**config.mk**
```make
export PLATFORM = sky130hd
export DESIGN_NAME = display_scan_decoder
export DESIGN_NICKNAME = d
export VERILOG_FILES = /design/src/rtl/display_pkg.sv /design/src/rtl/seg7_glyph_decode.sv /design/src/rtl/display_scan_decoder.sv
export SDC_FILE = /design/constraint.sdc
export NUM_CORES = 1
export LEC_CHECK = 0
export CAP_MARGIN = 40
export CORE_AREA = 2 2 78 80
export DETAILED_ROUTE_END_ITERATION = 12
export DIE_AREA = 0 0 80 82
export MAX_ROUTING_LAYER = met4
export PLACE_DENSITY = 0.83
export REMOVE_ABC_BUFFERS = 1
export SLEW_MARGIN = 20
export SYNTH_ARGS = -nofsm -noshare
export SYNTH_HDL_FRONTEND = slang
export SYNTH_SLANG_ARGS = --single-unit
```
**constraint.sdc**
```tcl
create_clock -name clk -period 2.65 [get_ports clk]
set_input_delay 0.6625 -clock clk [delete_from_list [all_inputs] [get_ports clk]]
set_output_delay 0.6625 -clock clk [all_outputs]
set_load 0.02 [all_outputs]
```
**src/rtl/display_pkg.sv**
```systemverilog
// Shared definitions for the 7-segment display path: glyph table, index types,
// FSM state encodings and a glyph encoder matching the decoder table.
package display_pkg;

  // Active-low segment patterns, bit order {g,f,e,d,c,b,a}
  localparam logic [6:0] SEG_0 = 7'b1000000;
  localparam logic [6:0] SEG_1 = 7'b1111001;
  localparam logic [6:0] SEG_2 = 7'b0100100;
  localparam logic [6:0] SEG_3 = 7'b0110000;
  localparam logic [6:0] SEG_4 = 7'b0011001;
  localparam logic [6:0] SEG_5 = 7'b0010010;
  localparam logic [6:0] SEG_6 = 7'b0000010;
  localparam logic [6:0] SEG_7 = 7'b1111000;
  localparam logic [6:0] SEG_8 = 7'b0000000;
  localparam logic [6:0] SEG_9 = 7'b0010000;
  localparam logic [6:0] SEG_A = 7'b0001000;
  localparam logic [6:0] SEG_B = 7'b0000011;
  localparam logic [6:0] SEG_C = 7'b1000110;
  localparam logic [6:0] SEG_D = 7'b0100001;
  localparam logic [6:0] SEG_E = 7'b0000110;
  localparam logic [6:0] SEG_F = 7'b0001110;
  localparam logic [6:0] SEG_BLANK = 7'b1111111;

  typedef logic [1:0] digit_idx_t;
  typedef logic [3:0] anode_vec_t;
  typedef logic [1:0] state_t;

  localparam state_t ST_IDLE    = 2'd0;
  localparam state_t ST_SETTLE  = 2'd1;
  localparam state_t ST_CAPTURE = 2'd2;
  localparam state_t ST_LOCKED  = 2'd3;

  typedef enum logic [1:0] {
    SLOT_BLANK   = 2'd0,
    SLOT_SELECT  = 2'd1,
    SLOT_COLLIDE = 2'd2
  } slot_kind_t;

  function automatic logic [6:0] seg_encode(input logic [3:0] value);
    logic [6:0] seg;
    case (value)
      4'h0: seg = SEG_0;
      4'h1: seg = SEG_1;
      4'h2: seg = SEG_2;
      4'h3: seg = SEG_3;
      4'h4: seg = SEG_4;
      4'h5: seg = SEG_5;
      4'h6: seg = SEG_6;
      4'h7: seg = SEG_7;
      4'h8: seg = SEG_8;
      4'h9: seg = SEG_9;
      4'hA: seg = SEG_A;
      4'hB: seg = SEG_B;
      4'hC: seg = SEG_C;
      4'hD: seg = SEG_D;
      4'hE: seg = SEG_E;
      default: seg = SEG_F;
    endcase
    return seg;
  endfunction

endpackage

```
**src/rtl/seg7_glyph_decode.sv**
```systemverilog
// Combinational inverse of the glyph table: active-low segments -> hex value.
// hit is low for any pattern that is not one of the sixteen hex glyphs.
module seg7_glyph_decode
  import display_pkg::*;
(
  input  logic [6:0] seg,
  output logic       hit,
  output logic [3:0] value
);

  always_comb begin
    hit   = 1'b1;
    value = 4'h0;
    case (seg)
      SEG_0: value = 4'h0;
      SEG_1: value = 4'h1;
      SEG_2: value = 4'h2;
      SEG_3: value = 4'h3;
      SEG_4: value = 4'h4;
      SEG_5: value = 4'h5;
      SEG_6: value = 4'h6;
      SEG_7: value = 4'h7;
      SEG_8: value = 4'h8;
      SEG_9: value = 4'h9;
      SEG_A: value = 4'hA;
      SEG_B: value = 4'hB;
      SEG_C: value = 4'hC;
      SEG_D: value = 4'hD;
      SEG_E: value = 4'hE;
      SEG_F: value = 4'hF;
      default: hit = 1'b0;
    endcase
  end

endmodule

```
**src/rtl/display_scan_decoder.sv**
```systemverilog
// Monitors a multiplexed 7-segment bus and rebuilds the four displayed digits,
// capturing each scan slot once it has been stable for STABLE_CYCLES samples.
module display_scan_decoder
  import display_pkg::*;
#(
  parameter int STABLE_CYCLES = 4
) (
  input  logic       clk,
  input  logic       reset,
  input  logic       seg0,
  input  logic       seg1,
  input  logic       seg2,
  input  logic       seg3,
  input  logic       seg4,
  input  logic       seg5,
  input  logic       seg6,
  input  logic       dp,
  input  logic       an1,
  input  logic       an2,
  input  logic       an3,
  input  logic       an4,
  output logic [3:0] dig0,
  output logic [3:0] dig1,
  output logic [3:0] dig2,
  output logic [3:0] dig3,
  output logic [3:0] dp_out,
  output logic [3:0] digit_valid,
  output logic       frame_done,
  output logic [3:0] glyph_err,
  output logic [1:0] fsm_state
);

  localparam logic [7:0] CNT_MAX = 8'(STABLE_CYCLES);
  localparam logic [7:0] CNT_CAP = 8'(STABLE_CYCLES - 1);

  // Bus sample layout: {an4, an3, an2, an1, dp, g, f, e, d, c, b, a}
  logic [11:0] bus_in;
  logic [11:0] s_reg;
  logic [7:0]  stable_cnt;
  logic        changed;

  anode_vec_t  an_low;
  slot_kind_t  slot_kind;
  digit_idx_t  slot_idx;

  logic        dec_hit;
  logic [3:0]  dec_value;

  state_t      state;
  state_t      state_next;
  logic        load_cap;

  digit_idx_t  cap_idx;
  logic        cap_dp;
  logic        cap_hit;
  logic [3:0]  cap_value;

  logic [3:0]  dig_r [4];
  logic [3:0]  frame_bits;
  logic        frame_full;
  logic [3:0]  cap_onehot;
  logic        do_capture;

  assign bus_in = {an4, an3, an2, an1, dp, seg6, seg5, seg4, seg3, seg2, seg1, seg0};

  // A cleared stable count marks the first cycle of a new bus value.
  assign changed = (stable_cnt == 8'd0);
  assign an_low  = ~s_reg[11:8];

  always_comb begin
    slot_kind = SLOT_COLLIDE;
    slot_idx  = 2'd0;
    case (an_low)
      4'b0000: slot_kind = SLOT_BLANK;
      4'b0001: begin slot_kind = SLOT_SELECT; slot_idx = 2'd0; end
      4'b0010: begin slot_kind = SLOT_SELECT; slot_idx = 2'd1; end
      4'b0100: begin slot_kind = SLOT_SELECT; slot_idx = 2'd2; end
      4'b1000: begin slot_kind = SLOT_SELECT; slot_idx = 2'd3; end
      default: slot_kind = SLOT_COLLIDE;
    endcase
  end

  seg7_glyph_decode u_glyph (
    .seg   (s_reg[6:0]),
    .hit   (dec_hit),
    .value (dec_value)
  );

  always_comb begin
    state_next = state;
    load_cap   = 1'b0;
    case (state)
      ST_IDLE: begin
        if (slot_kind == SLOT_SELECT) state_next = ST_SETTLE;
      end
      ST_SETTLE: begin
        if (changed) begin
          state_next = (slot_kind == SLOT_SELECT) ? ST_SETTLE : ST_IDLE;
        end else if (stable_cnt >= CNT_CAP) begin
          state_next = ST_CAPTURE;
          load_cap   = 1'b1;
        end
      end
      ST_CAPTURE: begin
        if (changed) state_next = (slot_kind == SLOT_SELECT) ? ST_SETTLE : ST_IDLE;
        else         state_next = ST_LOCKED;
      end
      ST_LOCKED: begin
        if (changed) state_next = (slot_kind == SLOT_SELECT) ? ST_SETTLE : ST_IDLE;
      end
      default: state_next = ST_IDLE;
    endcase
  end

  assign do_capture = (state == ST_CAPTURE);
  assign cap_onehot = 4'b0001 << cap_idx;
  assign frame_full = (frame_bits == 4'hF);

  always_ff @(posedge clk) begin
    if (reset) begin
      s_reg       <= '1;
      stable_cnt  <= 8'd0;
      state       <= ST_IDLE;
      cap_idx     <= 2'd0;
      cap_dp      <= 1'b0;
      cap_hit     <= 1'b0;
      cap_value   <= 4'h0;
      frame_bits  <= 4'h0;
      frame_done  <= 1'b0;
      digit_valid <= 4'h0;
      glyph_err   <= 4'h0;
      dp_out      <= 4'h0;
      for (int i = 0; i < 4; i++) dig_r[i] <= 4'h0;
    end else begin
      s_reg <= bus_in;
      if (bus_in != s_reg)          stable_cnt <= 8'd0;
      else if (stable_cnt != CNT_MAX) stable_cnt <= stable_cnt + 8'd1;

      state <= state_next;

      // Snapshot the slot here so a bus change during CAPTURE cannot corrupt it.
      if (load_cap) begin
        cap_idx   <= slot_idx;
        cap_dp    <= ~s_reg[7];
        cap_hit   <= dec_hit;
        cap_value <= dec_value;
      end

      frame_done <= frame_full;
      frame_bits <= (frame_full ? 4'h0 : frame_bits) | (do_capture ? cap_onehot : 4'h0);

      if (do_capture) begin
        digit_valid[cap_idx] <= 1'b1;
        dp_out[cap_idx]      <= cap_dp;
        if (cap_hit) dig_r[cap_idx]     <= cap_value;
        else         glyph_err[cap_idx] <= 1'b1;
      end
    end
  end

  assign dig0      = dig_r[0];
  assign dig1      = dig_r[1];
  assign dig2      = dig_r[2];
  assign dig3      = dig_r[3];
  assign fsm_state = state;

endmodule
```
; ---- Yosys cells after proc, flatten, opt, wreduce, memory -nomap -nowiden
; Memories as Yosys holds them, arrays and structs flattened.
; Cells that the tools add are included.
[word_totals]
elab_cells = 92
ram_bits = 16
output_inout_bits = 31
n_memories = 1
register_bits = 47
[op_classes]
n_reduce_logical = 11
n_eq_ne = 29
shifts = 1
muxes = 28
magnitude_cmp = 3
bitwise = 6
add_sub_neg = 1
[memory_table]
columns = name, words, word_bits, read_ports, rd_ports_with_merged_regs, write_ports, line
row1 = dig_r, 4, 4, 4, 0, 4, display_scan_decoder.sv:58  ; logic [3:0] dig_r [4];
[op_table]
columns = cell, n
row1 = $pmux 4 s15, 1
row2 = $eq 7x7->1 const B, 4
row3 = $eq 7x5->1 const B, 3
row4 = $eq 7x6->1 const B, 3
row5 = $reduce_or 16->1, 1
row6 = $eq 7x2->1 const B, 2
row7 = $eq 7x4->1 const B, 2
row8 = $mux 1, 13
row9 = $mux 2, 6
row10 = $mux 4, 3
row11 = $ne 12x12->1, 1
row12 = $or 4x4->4, 3
row13 = $add 8x1->8 const B, 1
row14 = $eq 4x4->1 const B, 2
row15 = $ge 8x2->1 const B, 1
row16 = $logic_not 8->1, 1
row17 = $ne 8x3->1 const B, 1
row18 = $pmux 2 s4, 1
row19 = $reduce_or 4->1, 2
row20 = $eq 7x3->1 const B, 1
row21 = $logic_not 7->1, 1
row22 = $pmux 2 s3, 1
row23 = $bwmux 4, 1
row24 = $eq 2x1->1 const B, 2
row25 = 19 further kinds, 22

; ---- Depth between registers and ports, before layout
; Gate-level depths: netlist of the first run.
[depth]
word_depth = 8
ltp_mapped = 7
depth_no_buf = 6

; ---- By module
; Synthesis of the first run repeated with hierarchy kept, for this count alone.
[unflattened]
cells_unflattened = 299
hier_area_um2 = 2808.9
[modules_own_cells]
columns = mod, cells_per_inst, area_per_inst_um2, n_inst
row1 = display_scan_decoder, 243, 2444.8, 1
row2 = seg7_glyph_decode, 56, 364.1, 1

; ---- Worst setup path after synthesis of the first run
; Ideal clock, no wire load.
[synth_timing]
path_type = register to register
startpoint = register stable_cnt[0]
endpoint = register cap_hit
setup_ns = 0.091
stages_incl_launch_ff = 8
t_arrival_ns = 1.637
n_path_buf = 1
slack_ns = 0.922
period_less_slack_ns = 1.728
cell_sequence = dfxtp_1 inv_1 ha_1 nand2b_1 a311oi_4 buf_4 nor2_1 a311oi_1
[synth_between]
elab_chain_len = 4
elab_cells_between_ends = 5
classes_between = 1 x order compare / 3 x mux / 1 x reduce/logical
[synth_lines]
columns = element, line
row1 = from (decl), display_scan_decoder.sv:39  ; logic [7:0] stable_cnt;
row2 = from (signal assigned), display_scan_decoder.sv:137  ; else if (stable_cnt != CNT_MAX) stable_cnt <= stable_cnt + 8'd1;
row3 = $ge 8x2->1, display_scan_decoder.sv:99  ; end else if (stable_cnt >= CNT_CAP) begin
row4 = $mux 1, display_scan_decoder.sv:99
row5 = $mux 1 *, display_scan_decoder.sv:97  ; if (changed) begin
row6 = $mux 1 *, display_scan_decoder.sv:92  ; case (state)
row7 = to (signal assigned), display_scan_decoder.sv:145  ; cap_hit <= dec_hit;
row8 = to (decl), display_scan_decoder.sv:55  ; logic cap_hit;
; Every way passes the cells marked *; elsewhere a longest branch is shown, timed or not.
; A chain may end at the register's enable or synchronous reset.

; ---- Worst setup path after layout of the first run
[layout_timing]
startpoint = register state[1], in the netlist fsm_state[1]
endpoint = output fsm_state[1]
[layout_rtl]
columns = element, line
row1 = from (decl), display_scan_decoder.sv:49  ; state_t state;
row2 = from (signal assigned), display_scan_decoder.sv:139  ; state <= state_next;
row3 = to (decl), display_scan_decoder.sv:30  ; output logic [1:0] fsm_state
; No word-level cell between the ends.

==> impl_metrics.csv, run 1 <==
group,metric,value,unit
status,status,"completed",
hold_path,hp-class,"flop to flop",
detailed_routing,vias_per_cell,5.259,
global_route,grt_max_degree,23,
clock_tree,clk_latency,0.35,ns
global_route,met3_usage,3.407,%
timing,period_needed,2.153,ns
global_route,antenna_found_initial,0,
die,rows,28,
detailed_routing,vias,2193,
timing,maxSlewViolCount,0,
die,io_pins,45,
detailed_routing,drt_iter0_drc,58,
detailed_routing,postRouteAntennaNets,0,
worst_setup_path,crit_slowest_cell,"clkdlybuf4s50_1",
worst_setup_path,crit_path_max_fanout,6,
global_route,grt_overflow,0,
worst_setup_path,path_delay_family,"buffers and inverters",
synth,async_reset_ff_share,0,%
detailed_routing,wl_per_cell,12.67,um
synth,avgSynthCellArea,9.449,um2
power,ir_worst_vdd,343.7,uV
worst_setup_path,critPathBufInv,1,
final_layout,area_growth,23.94,%
global_route,grt.total_usage,17.84,%
timing,worst_clock_skew,0.007101,ns
die,die_w,80,um
worst_setup_path,critPathKind,"flop to output port",
placement,dp_hpwl,3.817,mm
flow_run,cap_violations,0,
final_layout,largest_reg_flops,16,
timing,finalHoldViolations,0,
synth,synth_cells,297,
global_route,use_met1,21.52,%
worst_setup_path,crit_path_end_kind,"output port",
global_route,grt_pass1_wl,8.735,mm
clock_tree,cts_resized,0,
synth,yosys_warnings,0,
die,start_util,48.85,%
global_route,top_usage_layer,"met2",
timing,finalSetupTns,0,ns
clock_tree,numCtsBuffers,9,
global_route,grt_use_met2,27.92,%
timing,slew-limit-headroom,64.37,%
synth,syn_area,0.002806,mm2
worst_setup_path,cp.arrival,1.49,ns
clock_tree,clock-sinks,63,
power,power_density,570.0,mW/mm2
clock_tree,ctsRootBufferMaster,"clkbuf_8",
timing,tightest_slew,0.5337,ns
synth,synth-seq-cells,63,
power,leakage,0.001252,uW
clock_tree,cts_tree,"built",
detailed_routing,drcViolationCount,0,
worst_setup_path,start_kind,"flop",
final_layout,drive_above_1_share,11.70,%
clock_tree,clkSlewWorstSetupHoldPaths,0.08,ns
synth,synth_edf_count,16,
placement,numPortBuffers,44,
worst_setup_path,cp.required,1.99,ns
clock_tree,cts_max_level,3,
synth,synth-main-ff-cell,"dfxtp_1",
worst_setup_path,crit_chain,"clkdlybuf4s50_1",
final_layout,fin_util,60.54,%
die,core,0.005746,mm2
final_layout,diodes,0,
timing,setup_viol,0,
final_layout,fin_nets,353,
placement,place_congestion,0.8491,
timing,min_period_over_period,81.26,%
global_route,grt_pass1_vias,1981,
clock_tree,cts_hold_buf,0,
worst_setup_path,max_stage_delay,0.66,ns
die,dieArea,0.006560,mm2
detailed_routing,first_pass_iters,4,
synth,ys_seq_area_share,50.65,%
clock_tree,post_cts_buffers,0,
die,die_h,82,um
synth,synth_cell_types,51,
detailed_routing,drt-total-wl,5.282,mm
final_layout,fill_cells,496,
timing,rsz0062_at_grt,"false",
timing,clock.fmax,0.4644,GHz
clock_tree,clockBufferDepth,2,
-- per-layer routing --
metal	share of wire, %	vias up
li1	-	1122
met5	0	-
met2	46	67
met3	4.8	14
met4	2.7	0
met1	47	990
-- metrics by stage --
stage / hold WS, ns / instance area [um2] / total power [uW] / std cells / setup WS [ns]
3_5_place_dp: 0.4414 / 3283 / 1174 / 401 / 0.3205
5_1_grt: 0.4934 / 3478 / 2047 / 417 / 0.4508
2_1_floorplan: 0.4286 / 2726 / 1106 / 279 / 0.8616
4_1_cts: 0.4535 / 3478 / 1998 / 417 / 0.4793
3_3_place_gp: 0.4414 / 3283 / 1170 / 401 / 0.4472
6_report: 0.4523 / 3478 / 1983 / 417 / 0.4966
-- cell families (layout without fill, tap and decap cells) --
kind of cell    Yosys count  count (layout)  share of synthesized area [%]
fa+ha+maj                 2               2                         0.8915
compound gates           45              45                          11.28
xor+xnor                 21              21                          6.554
simple gates            135             135                          25.37
mux                       3               3                          1.070
buf+inv                  28              73                          4.191
flops                    63              63                          50.65
-- power by group --
group	leakage [uW]	internal [uW]	switching [uW]
Clock	0.0000999	435	395
Combinational	0.000605	64.2	55.6
Sequential	0.000547	1000	29.4
-- worst paths after layout --
path | start | endpoint | slack, ns | cells past startpoint
min reg2reg | digit_valid[3]$_SDFFE_PP0P_ | digit_valid[3]$_SDFFE_PP0P_ | 0.45 | 2
min | digit_valid[3]$_SDFFE_PP0P_ | digit_valid[3]$_SDFFE_PP0P_ | 0.45 | 2
max reg2reg | stable_cnt[0]$_SDFFE_PP0P_ | cap_value[0]$_SDFFE_PP0P_ | 0.74 | 7
max | fsm_state[1]$_SDFFE_PP0P_ | fsm_state[1] | 0.50 | 1
-- cells in the mapped netlist, drive strengths merged, types with 10 or more instances --
cell | number | area share, %
nor3 | 14 | 2.9
a21oi | 15 | 2.7
nand2 | 15 | 2.0
inv | 10 | 1.3
nor2 | 49 | 6.6
xor2 | 20 | 6.2
clkbuf | 11 | 1.5
edfxtp | 16 | 17
or2 | 14 | 3.1
dfxtp | 47 | 34
-- cell usage in the layout, fill, tap and decap left out, drive strengths merged, types with 2 or more instances in the layout --
cell and n:
a311oi 7, a211oi 3, ha 2, xor2 20, or2 14, clkdlybuf4s50 44, nor2 49, nand3b 2
nand2b 7, a21o 2, clkinv 3, nor2b 2, dfxtp 47, nand4 4, buf 3, nand3 7
nor4 4, clkbuf 9, nor3b 2, or4 3, nor3 14, a21oi 15, inv 12, and3 3
edfxtp 16, nor4b 3, mux2i 3, o21bai 3, or3b 2, o21ai 7, nand2 15
-- area by class of cell --
class | instances | area, um2 | share of cell area (%)
clock buffer | 9 | 123.9 | 3.561
clock inverter | 7 | 71.32 | 2.050
inverter | 10 | 37.54 | 1.079
multi-input combinational | 206 | 1267 | 36.44
sequential | 63 | 1421 | 40.86
tap | 75 | 93.84 | 2.698
timing repair buffer | 47 | 462.9 | 13.31
-- worst min-delay path, delay by kind of cell (launching register included) --
| family | cells | cell delay [ns] |
|---|---|---|
| AOI/OAI and AO/OA | 1 | 0.05 |
| DFF | 1 | 0.32 |
| buffers and inverters | 1 | 0.05 |
No activity file was read; power rests on OpenSTA's default activity.
==> run 2: changes to the inputs <==
Settings changed: CORE_AREA 2 2 78 80 to 2 2 80 82, DIE_AREA 0 0 80 82 to 0 0 82 84.
Clock period 2.65 ns to 1.75 ns, I/O delays scaled along.
==> run 2 against run 1 <==
Largest power group unchanged. Die area increased by 5.0%. Sequential share of layout area down 2.4 points. Critical path type unchanged. Non-clock buffer count is 19 higher. Sequential power grew 51%. Critical path depth did not move. Combinational power grew 68%. Clock-buffer cell count rose by 2. Sequential cell count unchanged. Global-route usage is 0.38 points higher. Routed wire length rose by 9.0%. Clock skew about the same. Power increased by 56%.
==> impl_metrics.csv, run 2 (same netlist as run 1, synthesis figures left out) <==
group,metric,value,unit
power,clock_power_share,43.1,%
die,core,0.006096,mm2
clock_tree,ctsRootBufferMaster,"clkbuf_8",
status,status,"completed",
worst_setup_path,crit_slowest_cell,"clkdlybuf4s50_1",
timing,maxSlewViolCount,0,
clock_tree,post_cts_buffers,0,
global_route,top_usage_layer,"met2",
final_layout,fin_cells,438,
power,leakage,0.001608,uW
final_layout,diodes,0,
detailed_routing,drcViolationCount,0,
final_layout,multi_input_area,0.001280,mm2
global_route,antenna_found_initial,0,
placement,dp.cells,422,
detailed_routing,vias,2304,
power,power_density,834.0,mW/mm2
global_route,met3_usage,5.411,%
die,start_util,46.04,%
power,p_sw_share,22.25,%
placement,numPortBuffers,44,
final_layout,drive_above_1_share,17.17,%
clock_tree,cts_tree,"built",
timing,finalSetupTns,0,ns
timing,clock.fmax,0.5824,GHz
placement,dpl_cell_area,0.003441,mm2
placement,place_congestion,0.8656,
worst_setup_path,cp.required,1.31,ns
global_route,grt_pass1_vias,2115,
timing,period_needed,1.717,ns
power,total_power,3088,uW
die,die_h,84,um
clock_tree,clock-sinks,63,
detailed_routing,wl_per_cell,13.14,um
worst_setup_path,path_delay_family,"buffers and inverters",
global_route,grt_overflow,0,
final_layout,stdcell_area,0.003702,mm2
timing,finalHoldViolations,0,
clock_tree,cts_hold_buf,0,
clock_tree,clk_latency,0.34,ns
timing,min_period_over_period,98.12,%
timing,tightest_slew,0.4913,ns
worst_setup_path,crit_path_end_kind,"output port",
power,ir_worst_vdd,541.1,uV
die,io_pins,45,
power,comb_power_share,6.5,%
worst_setup_path,critPathKind,"flop to output port",
power,p_int,2401,uW
power,seqPwrFrac,50.4,%
final_layout,fin_nets,372,
detailed_routing,drt-total-wl,5.755,mm
worst_setup_path,crit_chain,"clkdlybuf4s50_1",
detailed_routing,postRouteAntennaNets,0,
clock_tree,clockBufferDepth,2,
global_route,grt.total_usage,18.23,%
clock_tree,numCtsBuffers,9,
die,die_w,82,um
final_layout,area_growth,31.92,%
clock_tree,clkSlewWorstSetupHoldPaths,0.07,ns
timing,rsz0062_at_grt,"true",
timing,slew-limit-headroom,67.20,%
die,rows,29,
flow_run,cap_violations,0,
worst_setup_path,crit_path_max_fanout,2,
placement,dp_hpwl,4.188,mm
detailed_routing,drt_iter0_drc,89,
detailed_routing,vias_per_cell,5.260,
worst_setup_path,max_stage_delay,0.60,ns
clock_tree,cts_max_level,3,
final_layout,largest_reg_flops,16,
power,p_sw,687.0,uW
final_layout,regArea,0.001423,mm2
timing,setup_viol,0,
worst_setup_path,start_kind,"flop",
hold_path,hp-class,"flop to flop",
detailed_routing,first_pass_iters,4,
global_route,grt_pass1_wl,9.342,mm
global_route,grt_use_met2,28.68,%
final_layout,layout_commonest_cell,"nor2_1",
worst_setup_path,cp.arrival,1.28,ns
final_layout,fill_cells,518,
final_layout,final_cell_mix,"nor2_1 (48), dfxtp_1 (46), clkdlybuf4s50_1 (27)",
global_route,use_met1,21.29,%
die,dieArea,0.006888,mm2
timing,worst_clock_skew,0.007381,ns
global_route,grt_max_degree,23,
worst_setup_path,critPathBufInv,1,
-- run 2: through the flow --
step,utilization [%],setup slack (ns),hold WS [ns]
floorplan,-,-0.03843,0.4286
global placement,56.45,-0.07824,0.4452
detailed placement,56.45,-0.09506,0.4483
CTS,59.93,0.001416,0.4616
global route,60.73,-0.01527,0.4792
finish,60.73,0.03298,0.4597
-- run 2: layer usage --
layer	up-vias	routed length (um)	share of wire, %
met1	1061	2518	44
met3	11	336	5.8
met4	0	95	1.7
met2	78	2804	49
li1	1154	-	-
met5	-	0	0
-- run 2: timing repair --
action                                  in CTS  in global routing
gates resized for setup                      3                 17
endpoints found under the setup margin       3                 17
hold endpoints to repair                     0                  0
-- run 2: final cells by class --
class                           count  share of cell area (%)
Sequential cell                    63                   38.43
Multi-Input combinational cell    206                   34.57
Timing Repair Buffer               66                   17.54
Clock buffer                       11                   4.393
Tap cell                           77                   2.602
Clock inverter                      5                   1.453
Inverter                           10                   1.014
-- run 2: power groups by stage --
stage / Clock (uW) / Sequential, uW / Combinational, uW
5_1_grt: 1420 / 1560 / 219
4_1_cts: 1350 / 1550 / 201
6_report: 1330 / 1560 / 201
2_1_floorplan: 0 / 1600 / 70.5
3_5_place_dp: 0 / 1590 / 202
3_3_place_gp: 0 / 1580 / 198
-- run 2: final timing paths --
kind         cells past startpoint  slack (ns)                   endpoint                         from
min reg2reg                      1        0.46        cap_dp$_SDFFE_PP0P_          s_reg[7]$_SDFF_PP1_
max                              1        0.03             digit_valid[3]  digit_valid[3]$_SDFFE_PP0P_
max reg2reg                      4        0.07  cap_value[2]$_SDFFE_PP0P_          s_reg[1]$_SDFF_PP1_
min                              1        0.46        cap_dp$_SDFFE_PP0P_          s_reg[7]$_SDFF_PP1_
